===== config.mk =====
export PLATFORM = sky130hd
export DESIGN_NAME = altusoc_wb_arbiter
export DESIGN_NICKNAME = d
export VERILOG_FILES = /design/src/rtl/altusoc_wb_arbiter.sv
export SDC_FILE = /design/constraint.sdc
export NUM_CORES = 1
export LEC_CHECK = 0
export CAP_MARGIN = 30
export CORE_AREA = 5 5 120 122
export CTS_CLUSTER_SIZE = 25
export DETAILED_ROUTE_END_ITERATION = 16
export DIE_AREA = 0 0 125 127
export DONT_BUFFER_PORTS = 1
export PLACE_DENSITY = 0.37
export SYNTH_ARGS = -nofsm -noshare
export SYNTH_HDL_FRONTEND = slang
export SYNTH_SLANG_ARGS = --single-unit

===== constraint.sdc =====
create_clock -name i_clk -period 2.4 [get_ports i_clk]
set_input_delay 0.48 -clock i_clk [delete_from_list [all_inputs] [get_ports i_clk]]
set_output_delay 0.48 -clock i_clk [all_outputs]
set_load 0.01 [all_outputs]

===== src/rtl/altusoc_wb_arbiter.sv =====
`default_nettype none
// ============================================================================
// Module   : altusoc_wb_arbiter
// Brief    : Two-master round-robin Wishbone arbiter with bus lock and a
//            per-strobe watchdog that force-terminates a stalled transfer.
// Revision : 1.0
// ============================================================================
module altusoc_wb_arbiter #(
    parameter int TIMEOUT = 255
) (
    input  logic        i_clk,
    input  logic        i_rst,
    input  logic [31:0] i_m0_adr,
    input  logic [31:0] i_m0_dat,
    input  logic [3:0]  i_m0_sel,
    input  logic        i_m0_we,
    input  logic        i_m0_cyc,
    input  logic        i_m0_stb,
    output logic [31:0] o_m0_rdt,
    output logic        o_m0_ack,
    output logic        o_m0_err,
    input  logic [31:0] i_m1_adr,
    input  logic [31:0] i_m1_dat,
    input  logic [3:0]  i_m1_sel,
    input  logic        i_m1_we,
    input  logic        i_m1_cyc,
    input  logic        i_m1_stb,
    output logic [31:0] o_m1_rdt,
    output logic        o_m1_ack,
    output logic        o_m1_err,
    output logic [31:0] o_s_adr,
    output logic [31:0] o_s_dat,
    output logic [3:0]  o_s_sel,
    output logic        o_s_we,
    output logic        o_s_cyc,
    output logic        o_s_stb,
    input  logic [31:0] i_s_rdt,
    input  logic        i_s_ack,
    input  logic        i_s_err,
    output logic [1:0]  o_grant,
    output logic        o_timeout
);

    // State encoding doubles as the one-hot grant vector.
    localparam logic [1:0] c_IDLE    = 2'b00;
    localparam logic [1:0] c_GNT0    = 2'b01;
    localparam logic [1:0] c_GNT1    = 2'b10;
    localparam logic [7:0] c_TIMEOUT = 8'(TIMEOUT);

    logic [1:0] r_state;
    logic [1:0] w_state_nxt;
    logic       r_prio;
    logic       w_prio_nxt;
    logic [7:0] r_cnt;
    logic [7:0] w_cnt_nxt;

    logic w_gnt0;
    logic w_gnt1;
    logic w_busy;
    logic w_cyc;
    logic w_stb;
    logic w_expire;
    logic w_serr;
    logic w_tmo;

    assign w_gnt0   = (r_state == c_GNT0);
    assign w_gnt1   = (r_state == c_GNT1);
    assign w_busy   = w_gnt0 | w_gnt1;
    assign w_cyc    = (w_gnt0 & i_m0_cyc) | (w_gnt1 & i_m1_cyc);
    assign w_stb    = (w_gnt0 & i_m0_stb) | (w_gnt1 & i_m1_stb);
    // An ack or err landing in the expiry cycle still counts as a normal
    // completion; only a silent slave gets the forced termination.
    assign w_expire = w_busy & (r_cnt == c_TIMEOUT);
    assign w_serr   = w_busy & i_s_err & ~i_s_ack;
    assign w_tmo    = w_expire & ~i_s_ack & ~i_s_err;

    always_comb begin
        o_s_adr = '0;
        o_s_dat = '0;
        o_s_sel = '0;
        o_s_we  = 1'b0;
        if (w_gnt0) begin
            o_s_adr = i_m0_adr;
            o_s_dat = i_m0_dat;
            o_s_sel = i_m0_sel;
            o_s_we  = i_m0_we;
        end else if (w_gnt1) begin
            o_s_adr = i_m1_adr;
            o_s_dat = i_m1_dat;
            o_s_sel = i_m1_sel;
            o_s_we  = i_m1_we;
        end
    end

    assign o_s_cyc   = w_cyc & ~w_expire;
    assign o_s_stb   = w_stb & ~w_expire;

    assign o_m0_rdt  = w_gnt0 ? i_s_rdt : '0;
    assign o_m0_ack  = w_gnt0 & i_s_ack;
    assign o_m0_err  = w_gnt0 & (w_serr | w_tmo);
    assign o_m1_rdt  = w_gnt1 ? i_s_rdt : '0;
    assign o_m1_ack  = w_gnt1 & i_s_ack;
    assign o_m1_err  = w_gnt1 & (w_serr | w_tmo);
    assign o_grant   = r_state;
    assign o_timeout = w_tmo;

    assign w_cnt_nxt = (o_s_stb & ~i_s_ack & ~i_s_err) ? (r_cnt + 8'd1) : 8'd0;

    always_comb begin
        w_state_nxt = r_state;
        w_prio_nxt  = r_prio;
        case (r_state)
            c_IDLE: begin
                if (i_m0_cyc && (!i_m1_cyc || !r_prio)) begin
                    w_state_nxt = c_GNT0;
                end else if (i_m1_cyc) begin
                    w_state_nxt = c_GNT1;
                end
            end
            c_GNT0: begin
                if (w_tmo || !i_m0_cyc) begin
                    w_state_nxt = c_IDLE;
                    w_prio_nxt  = 1'b1;
                end
            end
            c_GNT1: begin
                if (w_tmo || !i_m1_cyc) begin
                    w_state_nxt = c_IDLE;
                    w_prio_nxt  = 1'b0;
                end
            end
            default: w_state_nxt = c_IDLE;
        endcase
    end

    always_ff @(posedge i_clk) begin
        if (i_rst) begin
            r_state <= c_IDLE;
            r_prio  <= 1'b0;
            r_cnt   <= 8'd0;
        end else begin
            r_state <= w_state_nxt;
            r_prio  <= w_prio_nxt;
            r_cnt   <= w_cnt_nxt;
        end
    end

endmodule
`default_nettype wire


==> out/summary.log, run 1 <==
qor: status.status completed
qor: sta.max_slew_margin 0.7109
qor: floorplan.core-area 0.01309 mm²
qor: logic_synthesis.yosys.area_share.xor_xnor 0.02596
qor: drt.via_count_normalized_by_instance_count 4.551
qor: worst_setup_path.timing.critical_path.max_delay_family simple AND/OR/NAND/NOR gates
qor: pwr.clkPwrFrac 0.238
qor: global_route.grt_pass1_wl 13.86 mm
qor: placement.buffer_ports.inserted 0
qor: placement.finalWeightedCongestion 0.8280
qor: placement.dpl.hpwl 8.176 mm
qor: worst_setup_path.end_kind output port
qor: worst_setup_path.regToRegStartpoint o_grant[0]$_SDFFE_PP0P_
qor: sta.final-setup-viol-count 0
qor: placement.detailed_place.area 0.002426 mm²
qor: worst_setup_path.r2r.worst_path.cells 6
qor: worst_setup_path.worst-setup-path-type reg2out
qor: logic_synthesis.synth.ff_latch_count 11
qor: worst_setup_path.cp_data_required_time 1920 ps
qor: worst_setup_path.cp_data_arrival_time 1770 ps
qor: layout.diodes 0
qor: floorplan.dieWidth 125 µm
qor: logic_synthesis.synthAdderAreaFrac 0.02472
qor: logic_synthesis.synth.yosys.seq_area_share 0.1088
qor: floorplan.die_area 0.01588 mm²
qor: sta.timing_worst_slew_pin_value 429.1 ps
qor: cts.cts_root_buffer clkbuf_16
qor: drt.detailroute.via_count 2,521
qor: cts.hold_buffers 0
qor: cts.path_clk_slew 40 ps
qor: drt.detail-route-antenna-nets 0
qor: worst_setup_path.timing.rr.end r_cnt[6]$_SDFF_PP0_
qor: placement.place_ws 310.5 ps
qor: logic_synthesis.synth_cell_type_count 32
qor: layout.final_design_area_no_fill 0.002514 mm²
qor: global_route.grt_start_max_net_pins 97
qor: worst_hold_path.min_delay_path_depth 1
qor: sta.timing_max_transition_violations_final 0
qor: sta.min_period 2254 ps
qor: sta.hold_violations 0
qor: sta.layout_skew 2.747 ps
qor: floorplan.chipHeight 127 µm
qor: cts.clock_insertion_delay_at_the_later_pin_of_the_skew_report 240 ps
qor: worst_setup_path.timing.critical_path.cells inv_1, ha_1, nand4_2, o31ai_1, nand2b_1, nor2_1
qor: pwr.p_int 0.6737 mW
qor: logic_synthesis.synth_largest_area_cell nand2_1
qor: pwr.ir_worst_vdd 307.8 µV
qor: cts.cts_setup_buffers 0
qor: drt.first_iter_violations 85
qor: sta.clock.fmax 0.4436 GHz
qor: drt.drc_violations 0
qor: global_route.antenna_found_initial 0
qor: logic_synthesis.yosys-mux-area-fraction 0
qor: layout.fin_nets 561
qor: pwr.switch_pwr 0.5920 mW
qor: cts.cts-root-to-sink-buffers 2
qor: worst_setup_path.worst_path_largest_cell_delay 380 ps
qor: worst_setup_path.timing.critical_path.fanout_max 5
qor: drt.wl 9.479 mm
qor: floorplan.boundaryPins 320
qor: worst_setup_path.cp_num_buf_inv 1
qor: sta.fin_ws 145.8 ps
qor: worst_setup_path.r2r_slack 440 ps
qor: pwr.p_leak 0.9178 nW
qor: worst_hold_path.worstHoldPathType in2reg
qor: logic_synthesis.yosysWarnings 0
qor: pwr.sequentialPowerShare 0.162
qor: pwr.power.switching_fraction 0.4677
qor: layout.final_common_cell nand2_1
qor: floorplan.rows 42
qor: pwr.power_density 503.5 mW/mm²
qor: cts.clock_tree_from_tritoncts built
qor: logic_synthesis.synth_top_cells_by_area nand2_1, and2_1, dfxtp_1
qor: layout.fin_util 0.1921
qor: worst_hold_path.sink_of_the_worst_hold_path o_grant[0]$_SDFFE_PP0P_
qor: pwr.total_power 1.266 mW
qor: drt.drtPass1Iterations 6
qor: cts.h-tree-depth 1
qor: worst_setup_path.cp_slowest_cell dfxtp_2
qor: sta.rsz_0062_raised_after_global_routing false
qor: logic_synthesis.netlist.area_leader.share 0.2522
qor: cts.clock-sinks 11
qor: logic_synthesis.syn_nets 551
qor: drt.routed_wire_length_per_instance 17.11 µm
qor: logic_synthesis.synthesis.instances 369
qor: floorplan.start_util 0.1547
qor: pwr.comb_power_share 0.599
qor: job.cap_violations 0
qor: layout.drive_above_1_share 0.1508
qor: worst_hold_path.hold_path.startpoint i_rst
qor: global_route.grt_pass1_vias 2,532
qor: logic_synthesis.syn-mean-instance-area 5.486 µm²
qor: logic_synthesis.synth_compound_gate_area_share 0.2225
qor: global_route.globalRoute.totalOverflow 0
qor: sta.post-route-period-util 0.9392
qor: logic_synthesis.synth-simple-area-share 0.5433
qor: cts.cts-buffers-inserted 3
qor: logic_synthesis.dominant_combinational_cell_family_by_area_after_synthesis simple AND/OR/NAND/NOR gates
qor: worst_setup_path.cp-start-kind flip-flop
qor: sta.tns 0 ps
qor: global_route.grt_use_total 0.1038
qor: layout.flow.area_growth_from_synthesis 24.17%
qor: logic_synthesis.syn_area 0.002024 mm²
qor: layout.most_frequent_cells_in_the_layout nand2_1, and2_1, o21ai_0
[registers in the layout, summed over array words and instances (netlist names)]
signal and flops:
r_cnt 8, o_grant 2, r_prio 1
[synth_stat cells, drive strengths merged]
cell,count
clkbuf,23
a21bo,1
nand2b,1
a31o,1
a21oi,4
nand4,3
a22o,5
xnor2,1
and3,2
o21ai,66
buf,8
nor3b,1
a311oi,1
or4b,1
and2,67
o31ai,1
nor2,15
xor2,5
ha,4
a22oi,2
nand2,136
inv,6
o22ai,1
dfxtp,11
and4,2
nand3,1
[timing repair]
action / 4_1_cts / 5_1_grt
gates resized for setup: 0 / 4
endpoints found under the setup margin: 0 / 4
endpoints found under the hold margin: 0 / 0
[worst max-delay path by stage]
stage                                        from    endpoint  slack, ps  depth (start not counted)
after floorplan           o_grant[0]$_SDFFE_PP0P_  o_s_adr[0]        430                          6
after global placement    o_grant[0]$_SDFFE_PP0P_    o_m1_err        330                          6
after detailed placement  o_grant[0]$_SDFFE_PP0P_    o_m0_err        310                          6
after CTS                 o_grant[0]$_SDFFE_PP0P_    o_m0_err         40                          6
after global routing      o_grant[0]$_SDFFE_PP0P_     o_s_cyc         40                          5
final                     o_grant[1]$_SDFFE_PP0P_    o_m1_err        150                          6
[per-layer routing]
| layer | vias up | track usage | wire length [µm] |
|---|---|---|---|
| li1 | 1202 | - | - |
| met1 | 1139 | 0.1186 | 3435 |
| met2 | 172 | 0.1885 | 4869 |
| met3 | 8 | 0.03798 | 1059 |
| met4 | 0 | 0.01786 | 114 |
| met5 | - | 0 | 0 |
[worst register-to-register path, cell delays in order, from the launching register on]
cell	delay [ps]
dfxtp_2	360
inv_1	90
ha_2	220
buf_4	340
a22oi_1	160
or4b_4	600
nor2_2	140
[power groups by stage]
stage	sequential, mW	clock [mW]	combinational, mW
2_1_floorplan	0.204	0	0.529
5_1_grt	0.207	0.324	0.842
3_5_place_dp	0.207	0	0.761
6_report	0.205	0.302	0.759
3_3_place_gp	0.208	0	0.754
4_1_cts	0.204	0.310	0.765
[logic make-up (layout without fill, tap and decap cells)]
logic type | after synthesis | in the layout
AND/OR/NAND/NOR | 229 | 229
adder cells (fa/ha/maj) | 4 | 4
buffers and inverters | 37 | 46
flip-flops | 11 | 11
XOR/XNOR | 6 | 6
AO/OA/AOI/OAI | 82 | 82
[layout make-up]
type	instances	area, µm²
Clock buffer	4	78.83
Fill cell	1487	10570
Inverter	6	22.52
Multi-Input combinational cell	321	1670
Sequential cell	11	222.7
Tap cell	176	220.2
Timing Repair Buffer	36	299.0
[stage by stage]
step | hold slack (ps) | std cells
3_5_place_dp | 457.0 | 550
3_3_place_gp | 458.8 | 550
5_1_grt | 295.1 | 554
2_1_floorplan | 434.9 | 369
6_report | 300.3 | 554
4_1_cts | 305.1 | 554
Power figures use the tool's default switching activity.
==> inputs of run 2 (changes only) <==
CTS_BUF_LIST = sky130_fd_sc_hd__clkbuf_4   (was not set)
==> run 2 against run 1 <==
  * Sequential share of layout area rose by 0.15 points
  * Non-clock buffer count is the same
  * Largest power group unchanged
  * Critical endpoint is now o_m0_err
  * Total power fell by 13%
  * Clock skew barely moved
==> out/summary.log, run 2 (synthesis results as in run 1) <==
qor: sta.rsz_0062_raised_after_global_routing false
qor: cts.clock_tree_from_tritoncts built
qor: cts.cts-buffers-inserted 3 [unchanged]
qor: placement.buffer_ports.inserted 0 [unchanged]
qor: sta.clock.fmax 0.4401 GHz [-0.79%]
qor: layout.final_common_cell nand2_1
qor: worst_setup_path.r2r_slack 500 ps [+60 ps]
qor: floorplan.dieWidth 125 µm [unchanged]
qor: worst_setup_path.end_kind output port
qor: placement.dpl.hpwl 8.176 mm [unchanged]
qor: global_route.grt_pass1_wl 13.77 mm [-0.65%]
qor: worst_setup_path.r2r.worst_path.cells 6 [unchanged]
qor: sta.timing_worst_slew_pin_value 430.7 ps [+1.547 ps]
qor: sta.hold-worst-slack 260.3 ps [-40.07 ps]
qor: layout.fin_nets 561 [unchanged]
qor: layout.layout.filler_cells 1,487 [unchanged]
qor: global_route.grt_start_max_net_pins 97 [unchanged]
qor: drt.wl 9.480 mm [about the same]
qor: pwr.p_leak 0.8987 nW [-2.1%]
qor: drt.routed_wire_length_per_instance 17.11 µm [about the same]
qor: worst_setup_path.cp_data_required_time 1920 ps [about the same]
qor: drt.detailroute.via_count 2,558 [+1.5%]
qor: cts.path_clk_slew 70 ps [+30 ps]
qor: layout.diodes 0 [unchanged]
qor: cts.clock-sinks 11 [unchanged]
qor: floorplan.core-area 0.01309 mm² [unchanged]
qor: worst_setup_path.cp-start-kind flip-flop
qor: global_route.globalRoute.totalOverflow 0 [unchanged]
qor: floorplan.chipHeight 127 µm [unchanged]
qor: sta.hold_violations 0 [unchanged]
qor: sta.final-setup-viol-count 0 [unchanged]
qor: pwr.power_density 448.1 mW/mm² [-11%]
qor: worst_hold_path.worstHoldPathType in2reg
qor: sta.max_slew_margin 0.7099 [-0.001041]
qor: cts.cts-root-to-sink-buffers 2 [unchanged]
qor: worst_hold_path.min_delay_path_depth 1 [unchanged]
qor: worst_setup_path.timing.critical_path.fanout_max 5 [unchanged]
qor: drt.via_count_normalized_by_instance_count 4.617 [+1.5%]
qor: worst_setup_path.regToRegStartpoint o_grant[1]$_SDFFE_PP0P_
qor: sta.post-route-period-util 0.9467 [+0.007448]
qor: cts.h-tree-depth 1 [unchanged]
qor: drt.first_iter_violations 73 [-14%]
qor: worst_hold_path.sink_of_the_worst_hold_path o_grant[0]$_SDFFE_PP0P_
qor: layout.multi_input_area 0.001673 mm² [+0.15%]
qor: global_route.grt_use_total 0.1031 [-0.0007016]
qor: sta.timing_max_transition_violations_final 0 [unchanged]
qor: cts.hold_buffers 0 [unchanged]
qor: layout.most_frequent_cells_in_the_layout nand2_1, and2_1, o21ai_0
qor: layout.largest_reg_flops 8 [unchanged]
qor: drt.drc_violations 0 [unchanged]
qor: floorplan.start_util 0.1547 [unchanged]
qor: layout.ff_latch_area 222.7 µm² [unchanged]
qor: cts.cts_setup_buffers 0 [unchanged]
qor: worst_hold_path.hold_path.startpoint i_rst
qor: sta.layout_skew 2.743 ps [-0.003450 ps]
qor: drt.detail-route-antenna-nets 0 [unchanged]
qor: cts.clock_insertion_delay_at_the_later_pin_of_the_skew_report 270 ps [+30 ps]
qor: worst_setup_path.timing.rr.end r_cnt[6]$_SDFF_PP0_
qor: layout.drive_above_1_share 0.1561 [+0.005291]
qor: job.cap_violations 0 [unchanged]
qor: floorplan.rows 42 [unchanged]
qor: sta.tns 0 ps [unchanged]
qor: sta.min_period 2272 ps [+17.88 ps]
qor: floorplan.die_area 0.01588 mm² [unchanged]
qor: status.status completed
qor: worst_setup_path.worst-setup-path-type reg2out
qor: global_route.grt_pass1_vias 2,527 [-0.20%]
qor: cts.cts_root_buffer clkbuf_4
qor: placement.place_ws 310.5 ps [unchanged]
qor: drt.drtPass1Iterations 6 [unchanged]
qor: floorplan.boundaryPins 320 [unchanged]
qor: pwr.ir_worst_vdd 257.0 µV [-17%]
qor: layout.flow.area_growth_from_synthesis 22.06%
qor: global_route.antenna_found_initial 0 [unchanged]
qor: worst_setup_path.cp_data_arrival_time 1790 ps [+20 ps]
qor: layout.regMostFlops r_cnt
qor: placement.finalWeightedCongestion 0.8280 [unchanged]
qor: sta.fin_ws 127.9 ps [-17.88 ps]
## run 2: stage by stage
step,util,instances,total power [mW],cell area [µm²]
6_report,0.1889,554,1.107,2471
5_1_grt,0.1889,554,1.206,2471
4_1_cts,0.1878,554,1.116,2457
3_5_place_dp,0.1854,550,0.9679,2426
3_3_place_gp,0.1854,550,0.9612,2426
2_1_floorplan,-,369,0.7322,2024
## run 2: layer usage
metal	part of all wire	global-route usage
met2	0.51	0.1876
met3	0.11	0.03923
met4	0.012	0.01403
met1	0.37	0.1181
met5	0	0
## run 2: worst max-delay path, cell delays in order (launching register included)
cell and delay (ps):
dfxtp_2 410, inv_1 80, ha_1 380, nand4_2 110, o31ai_1 210, nand2b_1 150, nor2_2 170
## run 2: where the power goes
part / switching [mW] / internal (mW) / total (mW)
clock: 0.0644 / 0.0757 / 0.140
combinational: 0.504 / 0.259 / 0.763
sequential: 0.0118 / 0.192 / 0.204
## run 2: final cells by class
cell class                      count  area share
Clock buffer                        4     0.01215
Timing Repair Buffer               36      0.1225
Sequential cell                    11     0.09013
Tap cell                          176     0.08911
Inverter                            6    0.009114
Multi-Input combinational cell    321      0.6770
## run 2: worst max path at each step
stage               slack (ps)         end               startpoint  cells after the start
finish                     130    o_m0_err  o_grant[0]$_SDFFE_PP0P_                      6
CTS                         10    o_m0_err  o_grant[1]$_SDFFE_PP0P_                      6
detailed placement         310    o_m0_err  o_grant[0]$_SDFFE_PP0P_                      6
global placement           330    o_m1_err  o_grant[0]$_SDFFE_PP0P_                      6
global route                10    o_m0_err  o_grant[1]$_SDFFE_PP0P_                      6
floorplan                  430  o_s_adr[0]  o_grant[0]$_SDFFE_PP0P_                      6
## run 2: timing repair
item                       CTS  global route
pin swaps                    0             0
cloned                       0             0
setup endpoints to repair    2            15
resized for setup            1             5
